`config.mk`:
```
export PLATFORM = sky130hd
export DESIGN_NAME = cnn_conv_accumulator
export DESIGN_NICKNAME = d
export VERILOG_FILES = /design/src/rtl/cnn_conv_accumulator.sv
export SDC_FILE = /design/constraint.sdc
export NUM_CORES = 2
export LEC_CHECK = 0
export ABC_CLOCK_PERIOD_IN_PS = 5600
export CAP_MARGIN = 0
export CORE_ASPECT_RATIO = 0.8
export CORE_MARGIN = 2
export CORE_UTILIZATION = 49
export CTS_BUF_LIST = sky130_fd_sc_hd__clkbuf_4
export DETAILED_ROUTE_END_ITERATION = 7
export GPL_ROUTABILITY_DRIVEN = 1
export HOLD_SLACK_MARGIN = 0.12
export PLACE_DENSITY = 0.68
export SYNTH_ARGS = -nofsm -noshare
export SYNTH_HDL_FRONTEND = slang
export SYNTH_SLANG_ARGS = --single-unit
```
`constraint.sdc`:
```
create_clock -name clk -period 5.6 [get_ports clk]
set_clock_uncertainty 0.05 [all_clocks]
set_input_delay 1.12 -clock clk [delete_from_list [all_inputs] [get_ports clk]]
set_output_delay 1.12 -clock clk [all_outputs]
set_load 0.03 [all_outputs]
```
`src/rtl/cnn_conv_accumulator.sv`:
```
// cnn_conv_accumulator
//
// Multiply-accumulate stage behind the CNN data controller. Every enabled cycle
// one pixel/weight pair is multiplied and added into the accumulator selected by
// cnt. On the last kernel tap (pos == POS_MAX-1) the completed sum for that
// channel is saturated to OUT_W bits and presented with a one-cycle strobe.
//
// Ports:
//   clk        - clock, rising edge
//   rst_b      - asynchronous active-low reset
//   en         - operands valid this cycle
//   cnt        - channel index, 0..CNT_MAX-1
//   pos        - kernel tap index, 0..POS_MAX-1
//   pixel      - signed activation
//   weight     - signed weight for (cnt, pos)
//   out_valid  - one-cycle strobe, result present
//   out_ch     - channel of the current result (holds while out_valid is low)
//   out_data   - signed saturated result (holds while out_valid is low)
//   frame_done - one-cycle strobe with the result for channel CNT_MAX-1
//
// Build option:
//   CNN_ACC_RELU_EN - when defined, negative sums are forced to zero before
//                     saturation. Timing is identical in both builds.

module cnn_conv_accumulator #(
   parameter int unsigned DATA_W  = 8,
   parameter int unsigned CNT_MAX = 32,
   parameter int unsigned POS_MAX = 9,
   parameter int unsigned ACC_W   = 20,
   parameter int unsigned OUT_W   = 16,
   parameter int unsigned CNT_W   = 5,
   parameter int unsigned POS_W   = 4
) (
   input  logic                     clk,
   input  logic                     rst_b,
   input  logic                     en,
   input  logic [CNT_W-1:0]         cnt,
   input  logic [POS_W-1:0]         pos,
   input  logic signed [DATA_W-1:0] pixel,
   input  logic signed [DATA_W-1:0] weight,
   output logic                     out_valid,
   output logic [CNT_W-1:0]         out_ch,
   output logic signed [OUT_W-1:0]  out_data,
   output logic                     frame_done
);

   localparam int unsigned PROD_W = 2 * DATA_W;

   // Stage 1 registers
   logic signed [PROD_W-1:0] p1_q;
   logic [CNT_W-1:0]         c1_q;
   logic [POS_W-1:0]         pos1_q;
   logic                     v1_q;

   // Per-channel accumulators
   logic signed [ACC_W-1:0]  acc_q [CNT_MAX];

   logic signed [PROD_W-1:0] prod;
   logic                     in_range;
   logic signed [ACC_W-1:0]  p_ext;
   logic signed [ACC_W-1:0]  acc_rd;
   logic signed [ACC_W-1:0]  sum;
   logic signed [ACC_W-1:0]  acc_wr;
   logic                     tap_first;
   logic                     tap_last;
   logic signed [ACC_W-1:0]  sat_in;
   logic [ACC_W-OUT_W:0]     sat_hi;
   logic signed [OUT_W-1:0]  sat_val;

   always_comb begin
      prod      = pixel * weight;
      in_range  = (32'(cnt) < CNT_MAX) && (32'(pos) < POS_MAX);

      p_ext     = {{(ACC_W - PROD_W){p1_q[PROD_W-1]}}, p1_q};
      acc_rd    = acc_q[c1_q];
      sum       = acc_rd + p_ext;
      tap_first = (pos1_q == '0);
      tap_last  = (32'(pos1_q) == POS_MAX - 1);
      // Tap 0 restarts the channel so stale content from an aborted frame never leaks.
      acc_wr    = tap_first ? p_ext : sum;

`ifdef CNN_ACC_RELU_EN
      sat_in = acc_wr[ACC_W-1] ? '0 : acc_wr;
`else
      sat_in = acc_wr;
`endif

      // Value fits in OUT_W bits when all bits from the OUT_W sign bit upward agree.
      sat_hi = sat_in[ACC_W-1:OUT_W-1];
      if ((sat_hi == '0) || (sat_hi == '1)) begin
         sat_val = sat_in[OUT_W-1:0];
      end else if (sat_in[ACC_W-1]) begin
         sat_val = {1'b1, {(OUT_W - 1){1'b0}}};
      end else begin
         sat_val = {1'b0, {(OUT_W - 1){1'b1}}};
      end
   end

   always_ff @(posedge clk or negedge rst_b) begin
      if (!rst_b) begin
         p1_q       <= '0;
         c1_q       <= '0;
         pos1_q     <= '0;
         v1_q       <= 1'b0;
         out_valid  <= 1'b0;
         out_ch     <= '0;
         out_data   <= '0;
         frame_done <= 1'b0;
         for (int i = 0; i < int'(CNT_MAX); i++) begin
            acc_q[i] <= '0;
         end
      end else begin
         // Stage 1: capture product and indices; bad indices simply never go valid.
         if (en) begin
            p1_q   <= prod;
            c1_q   <= cnt;
            pos1_q <= pos;
            v1_q   <= in_range;
         end else begin
            v1_q   <= 1'b0;
         end

         // Stage 2: read-modify-write in one cycle, so back-to-back same channel is safe.
         out_valid  <= 1'b0;
         frame_done <= 1'b0;
         if (v1_q) begin
            acc_q[c1_q] <= acc_wr;
            if (tap_last) begin
               out_valid  <= 1'b1;
               out_ch     <= c1_q;
               out_data   <= sat_val;
               frame_done <= (32'(c1_q) == CNT_MAX - 1);
            end
         end
      end
   end

endmodule
```
## Yosys cells after proc, flatten, opt, wreduce, memory -nomap -nowiden

Cells that the tools add are included.

| storage, ports and cells | value |
|---|---|
| output and inout port bits | 23 |
| flip-flop bits (word level) | 689 |

| cells by class | value |
|---|---|
| multiplexer cells | 14 |
| add/sub/neg operators | 1 |
| magnitude comparators | 3 |
| equal/unequal tests | 3 |
| reduce and logical (&&, ||, !) cells | 5 |
| bitwise operators | 1 |
| multiply operators | 1 |

Operator list:

| operator | count |
|---|---|
| bitwise mux 640 bit | 1 |
| binary-select mux 20 bit (select 5 bit) | 1 |
| demux 20 bit (select 5 bit) | 1 |
| two-way mux 20 bit | 4 |
| two-way mux 16 bit | 2 |
| adder 20 x 16 -> 20 bit | 1 |
| multiplier 8 x 8 -> 16 bit | 1 |
| equality test 5 bit, second input constant | 2 |
| >= comparator 6 bit, second input constant | 1 |
| less-than comparator 6 x 1 -> 1 bit, second input constant | 1 |
| NOT 5 -> 6 bit | 1 |
| logical NOT 5 bit | 1 |
| two-way mux 1 bit | 5 |
| equality test 4 bit, second input constant | 1 |
| logical NOT 4 bit | 1 |
| less-than comparator 4 bit, second input constant | 1 |
| AND reduction 2 bit | 1 |
| logical AND 1 bit | 1 |
| logical OR 1 bit | 1 |

## Logic depth before layout (Yosys ltp)

| logic depth | value |
|---|---|
| word-level depth | 9 |
| mapped depth | 21 |
| mapped depth without buffers | 19 |

## Worst setup path before layout

No wires, ideal clock.

| timing path | value |
|---|---|
| path kind | register -> register |
| from | register c1_q[0] |
| to | register out_data[5] |
| stages on the path, launching flop included | 20 |
| clock period less this slack | 5216 ps |
| arrival | 5093 ps |
| path slack | 384 ps |
| setup time | 73 ps |
| required time | 5477 ps |
| cells stage by stage | dfrtp_1 > clkbuf_1 > buf_1 > buf_1 > mux4_2 > a22oi_1 > nand4_1 > ha_1 > fa_1 > a211oi_2 > o21bai_2 > a21oi_2 > o21bai_1 > o31ai_1 > a221oi_1 > or4_1 > buf_2 > buf_6 > a21o_1 > a21oi_2 |

| on the way | value |
|---|---|
| longest elaborated chain between the ends | 9 |
| elaborated cells between the ends (all ways) | 11 |
| those cells by class | add/sub: 1; eq/ne: 1; mux: 6; bitwise: 1; reduce/logical: 2 |

RTL lines:

| item | line | RTL |
|---|---|---|
| start: declaration | 51 | `logic [CNT_W-1:0] c1_q;` |
| start signal: assignment | 116 | `c1_q <= cnt;` |
| NOT 5 -> 6 bit (implied by the code) * | 75 | `acc_rd = acc_q[c1_q];` |
| binary-select mux 20 bit (select 5 bit) * | 75 |  |
| two-way mux 20 bit (implied by the code) * (2 in series) | 75 |  |
| adder 20 x 16 -> 20 bit * | 76 | `sum = acc_rd + p_ext;` |
| two-way mux 20 bit * | 80 | `acc_wr = tap_first ? p_ext : sum;` |
| equality test 5 bit or logical NOT 5 bit (tied branches) | 90 | `if ((sat_hi == '0) \|\| (sat_hi == '1)) begin` |
| logical OR 1 bit | 90 |  |
| two-way mux 16 bit * | 90 |  |
| end signal: assignment | 131 | `out_data <= sat_val;` |
| end: declaration | 43 | `output logic signed [OUT_W-1:0] out_data,` |

Mark *: on every way between the ends. The rest lies on a longest branch, timed or not. The select of a mux whose other input is x is not followed.
A chain may end at the register's enable or synchronous reset.

## Final worst setup path

| timing path | value |
|---|---|
| from | register c1_q[0] |
| to | register out_data[12] |

The elaborated chain is that of the path after synthesis.

==> impl_metrics.py <==
metrics = {
    "final_layout": {
        "drive_gt1_frac": 0.195,
        "layout_commonest_cell": "nand2_1",
        "nNetsFinal": 3393,
        "syn2layout_area_growth_pct": 13.7,
        "fin_cells": 4237,
        "layout_common_cells": "707 x nand2_1, 687 x dfrtp_1, 627 x o21ai_0",
    },
    "floorplanning": {
        "die-area_um2": 69300,
        "ios": 51,
        "initial_core_util": 0.498,
        "placementRows": 84,
        "coreArea_um2": 66100,
        "dieWidth_um": 294,
        "die_height_um": 236,
    },
    "timing": {
        "max_freq_mhz": 184,
        "max_slew.worst_pin.slew_ns": 1.08,
        "fin_crit_ns": 5.43,
        "finalHoldViolations": 0,
        "drv_slew": 0,
        "slew_headroom": 0.279,
        "setup_viol": 0,
        "fin_crit_sh": 0.970,
    },
    "yosys": {
        "synth_area_leaders": "dfrtp_1 52%, mux4_2 10%, o21ai_0 9.6%",
        "async_flop_share": 1.00,
        "synth_xor_area_frac": 0.00665,
        "yosys_warnings": 0,
        "ys_ff_latch": 689,
        "synth.distinct_cells": 67,
        "synth-edff-count": 0,
        "yosysTopAreaCellShare": 0.524,
        "synth_top_family_by_area": "compound AO/OA/AOI/OAI gates",
        "synth_nets": 3257,
        "ys_seq_area_frac": 0.524,
        "synth.area.mux_share": 0.119,
        "syn_area_um2": 32900,
        "synth_compound_area_frac": 0.144,
        "avgSynthCellArea_um2": 10.5,
        "synth-adder-area-share": 0.0523,
        "yosysTopAreaCell": "dfrtp_1",
        "synthCells": 3125,
        "synth_ff_type": "dfrtp_1",
        "synthSimpleGateAreaFrac": 0.112,
    },
    "routing": {
        "drt_wl_total_um": 94600,
        "ant_nets": 0,
        "drt_pass1_iterations": 5,
        "via_per_inst": 5.90,
        "route.detailed.drc": 0,
        "drt_iter0_markers": 2344,
        "drt-wirelength-per-cell_um": 22.3,
        "vias": 25000,
    },
    "setup_path": {
        "startpoint_type": "register",
        "critical_path_required_ns": 6.52,
        "worstPathArrival_ns": 6.36,
        "path_cells": "buf_4 -> mux4_2 -> a22oi_1 -> nand4_1 -> ha_1 -> fa_1 -> a211oi_2 -> o21bai_2 -> a21oi_2 -> o21bai_1 -> o31ai_1 -> buf_4 -> a221oi_4 -> or4_1 -> buf_4 -> a21o_1 -> a21oi_2",
        "crit_top_cell": "buf_4",
        "critPathBufInv": 3,
        "crit_path_end_kind": "register",
        "critPathTopFamily": "compound AO/OA/AOI/OAI gates",
        "path_class": "reg -> reg",
        "critical_path.slowest_cell": "dfrtp_4",
        "crit_fanout": 15,
        "critical_path.max_stage_delay_ns": 0.62,
    },
    "placed_design": {
        "place.gp.congestion": 0.903,
        "dp_hpwl_um": 62900,
        "io_buffers": 50,
        "dp.cells": 3950,
    },
    "grt": {
        "grt_usage": 0.281,
        "grt-ovfl-total": 0,
        "grt_pass1_wl_um": 148000,
        "antenna_found_initial": 6,
        "grt_max_degree": 118,
        "grt_pass1_vias": 25300,
    },
    "min_path": {
        "holdCritPathClass": "reg -> reg",
    },
    "pwr": {
        "vdd_drop_max_mv": 0.489,
        "power.leakage_nw": 17.0,
        "total_power_mw": 20.4,
        "p_per_area_nw_per_um2": 545,
    },
    "clocking": {
        "cts_buffers": 163,
        "cts_sinks": 689,
        "tritoncts": "yes",
        "cts_max_path_buffers": 3,
        "path_clk_slew_ns": 0.06,
        "clockRootBuffer": "clkbuf_4",
        "clkLatencyLatePin_ns": 1.10,
        "h-tree-depth": 4,
    },
    "run_status": {
        "outcome": "finished, final reports clean",
    },
    "run": {
        "drv_cap": 0,
    },
}
==> kinds of logic (layout without fill, tap and decap cells) <==
kind of cell | Yosys count | count (layout)
DFF | 689 | 689
muxes | 199 | 199
AOI/OAI and AO/OA | 859 | 859
xor gates and xnor gates | 25 | 25
adders and majority gates | 104 | 104
and+or+nand+nor | 889 | 889
other | 0 | 8
buffers and inverters | 360 | 604
==> path summary, 6_finish.rpt <==
kind                       slack (ns)      endpoint  cells after the start      start
max                              0.17  out_data[12]                     17    c1_q[0]
min                              0.42     acc_q[27]                      2  acc_q[27]
max reg2reg                      0.17  out_data[12]                     17    c1_q[0]
min reg2reg                      0.42     acc_q[27]                      2  acc_q[27]
max in group asynchronous        3.54    acc_q[111]                      3      rst_b
min in group asynchronous        0.70     acc_q[15]                      2      rst_b
==> cell usage after synthesis (10+ instances only) <==
| master | instances |
|---|---|
| a21oi_2 | 10 |
| nand4_1 | 19 |
| buf_1 | 19 |
| nand3_1 | 11 |
| nor2_1 | 49 |
| ha_1 | 48 |
| and2_1 | 44 |
| o21ai_0 | 632 |
| clkbuf_1 | 242 |
| xnor2_1 | 22 |
| o22ai_1 | 11 |
| nand2_1 | 707 |
| a22oi_1 | 76 |
| a21o_1 | 22 |
| inv_1 | 90 |
| mux2i_1 | 22 |
| mux4_2 | 152 |
| mux2_2 | 25 |
| dfrtp_1 | 689 |
| o21ai_1 | 32 |
| a21oi_1 | 32 |
| fa_1 | 56 |
==> through the flow <==
stage | hold slack, ns | TNS (ns) | setup WS (ns) | utilization | cell area, um^2
floorplan | 0.395 | 0 | 0.384 | - | 32900
global placement | 0.406 | -0.914 | -0.296 | 0.535 | 35300
detailed placement | 0.415 | -1.00 | -0.334 | 0.535 | 35300
CTS | 0.429 | 0 | 0.209 | 0.565 | 37400
global route | 0.449 | -0.00836 | -0.00836 | 0.566 | 37400
finish | 0.425 | 0 | 0.165 | 0.566 | 37400
==> report_power, final <==
| group | switching [mW] | total [mW] | internal, mW |
|---|---|---|---|
| combinational | 5.26 | 8.55 | 3.29 |
| sequential | 1.02 | 7.75 | 6.74 |
| clock | 2.11 | 4.09 | 1.98 |
==> per-layer routing <==
layer  wire (um)  vias up  GRT usage
li1            -    11200          -
met1       40100    12600      0.397
met2       41400     1042      0.405
met3       10200      187     0.0926
met4        2850        2      0.109
met5          13        -          0
==> flip-flops by register name (all words and copies together) (netlist names) <==
register    flops
out_data       16
out_valid       1
v1_q            1
c1_q            5
pos1_q          4
acc_q         640
p1_q           16
frame_done      1
out_ch          5
==> worst reg2reg max path, stage by stage, from the launching register on <==
cell and delay (ns):
dfrtp_4 0.62, buf_4 0.28, mux4_2 0.54, a22oi_1 0.42
nand4_1 0.34, ha_1 0.34, fa_1 0.45, a211oi_2 0.28
o21bai_2 0.12, a21oi_2 0.21, o21bai_1 0.18, o31ai_1 0.24
buf_4 0.17, a221oi_4 0.06, or4_1 0.50, buf_4 0.20
a21o_1 0.22, a21oi_2 0.13
==> final cells by class <==
type                    instances  area [um^2]
diodes                          8         20.0
clock buffers                 226         1700
clock inverters                47          315
fillers                      5573        28700
inverters                      91          342
multi-input cells            2076        14500
flip-flops and latches        689        17200
well taps                     860         1080
repair buffers                240         2270
==> repair_timing <==
item	4_1_cts	5_1_grt
setup buffers	0	5
gates resized for setup	0	1
endpoints found under the setup margin	0	21
hold buffers	1	0
endpoints found under the hold margin	8	0
(Power assumes the default switching activity.)
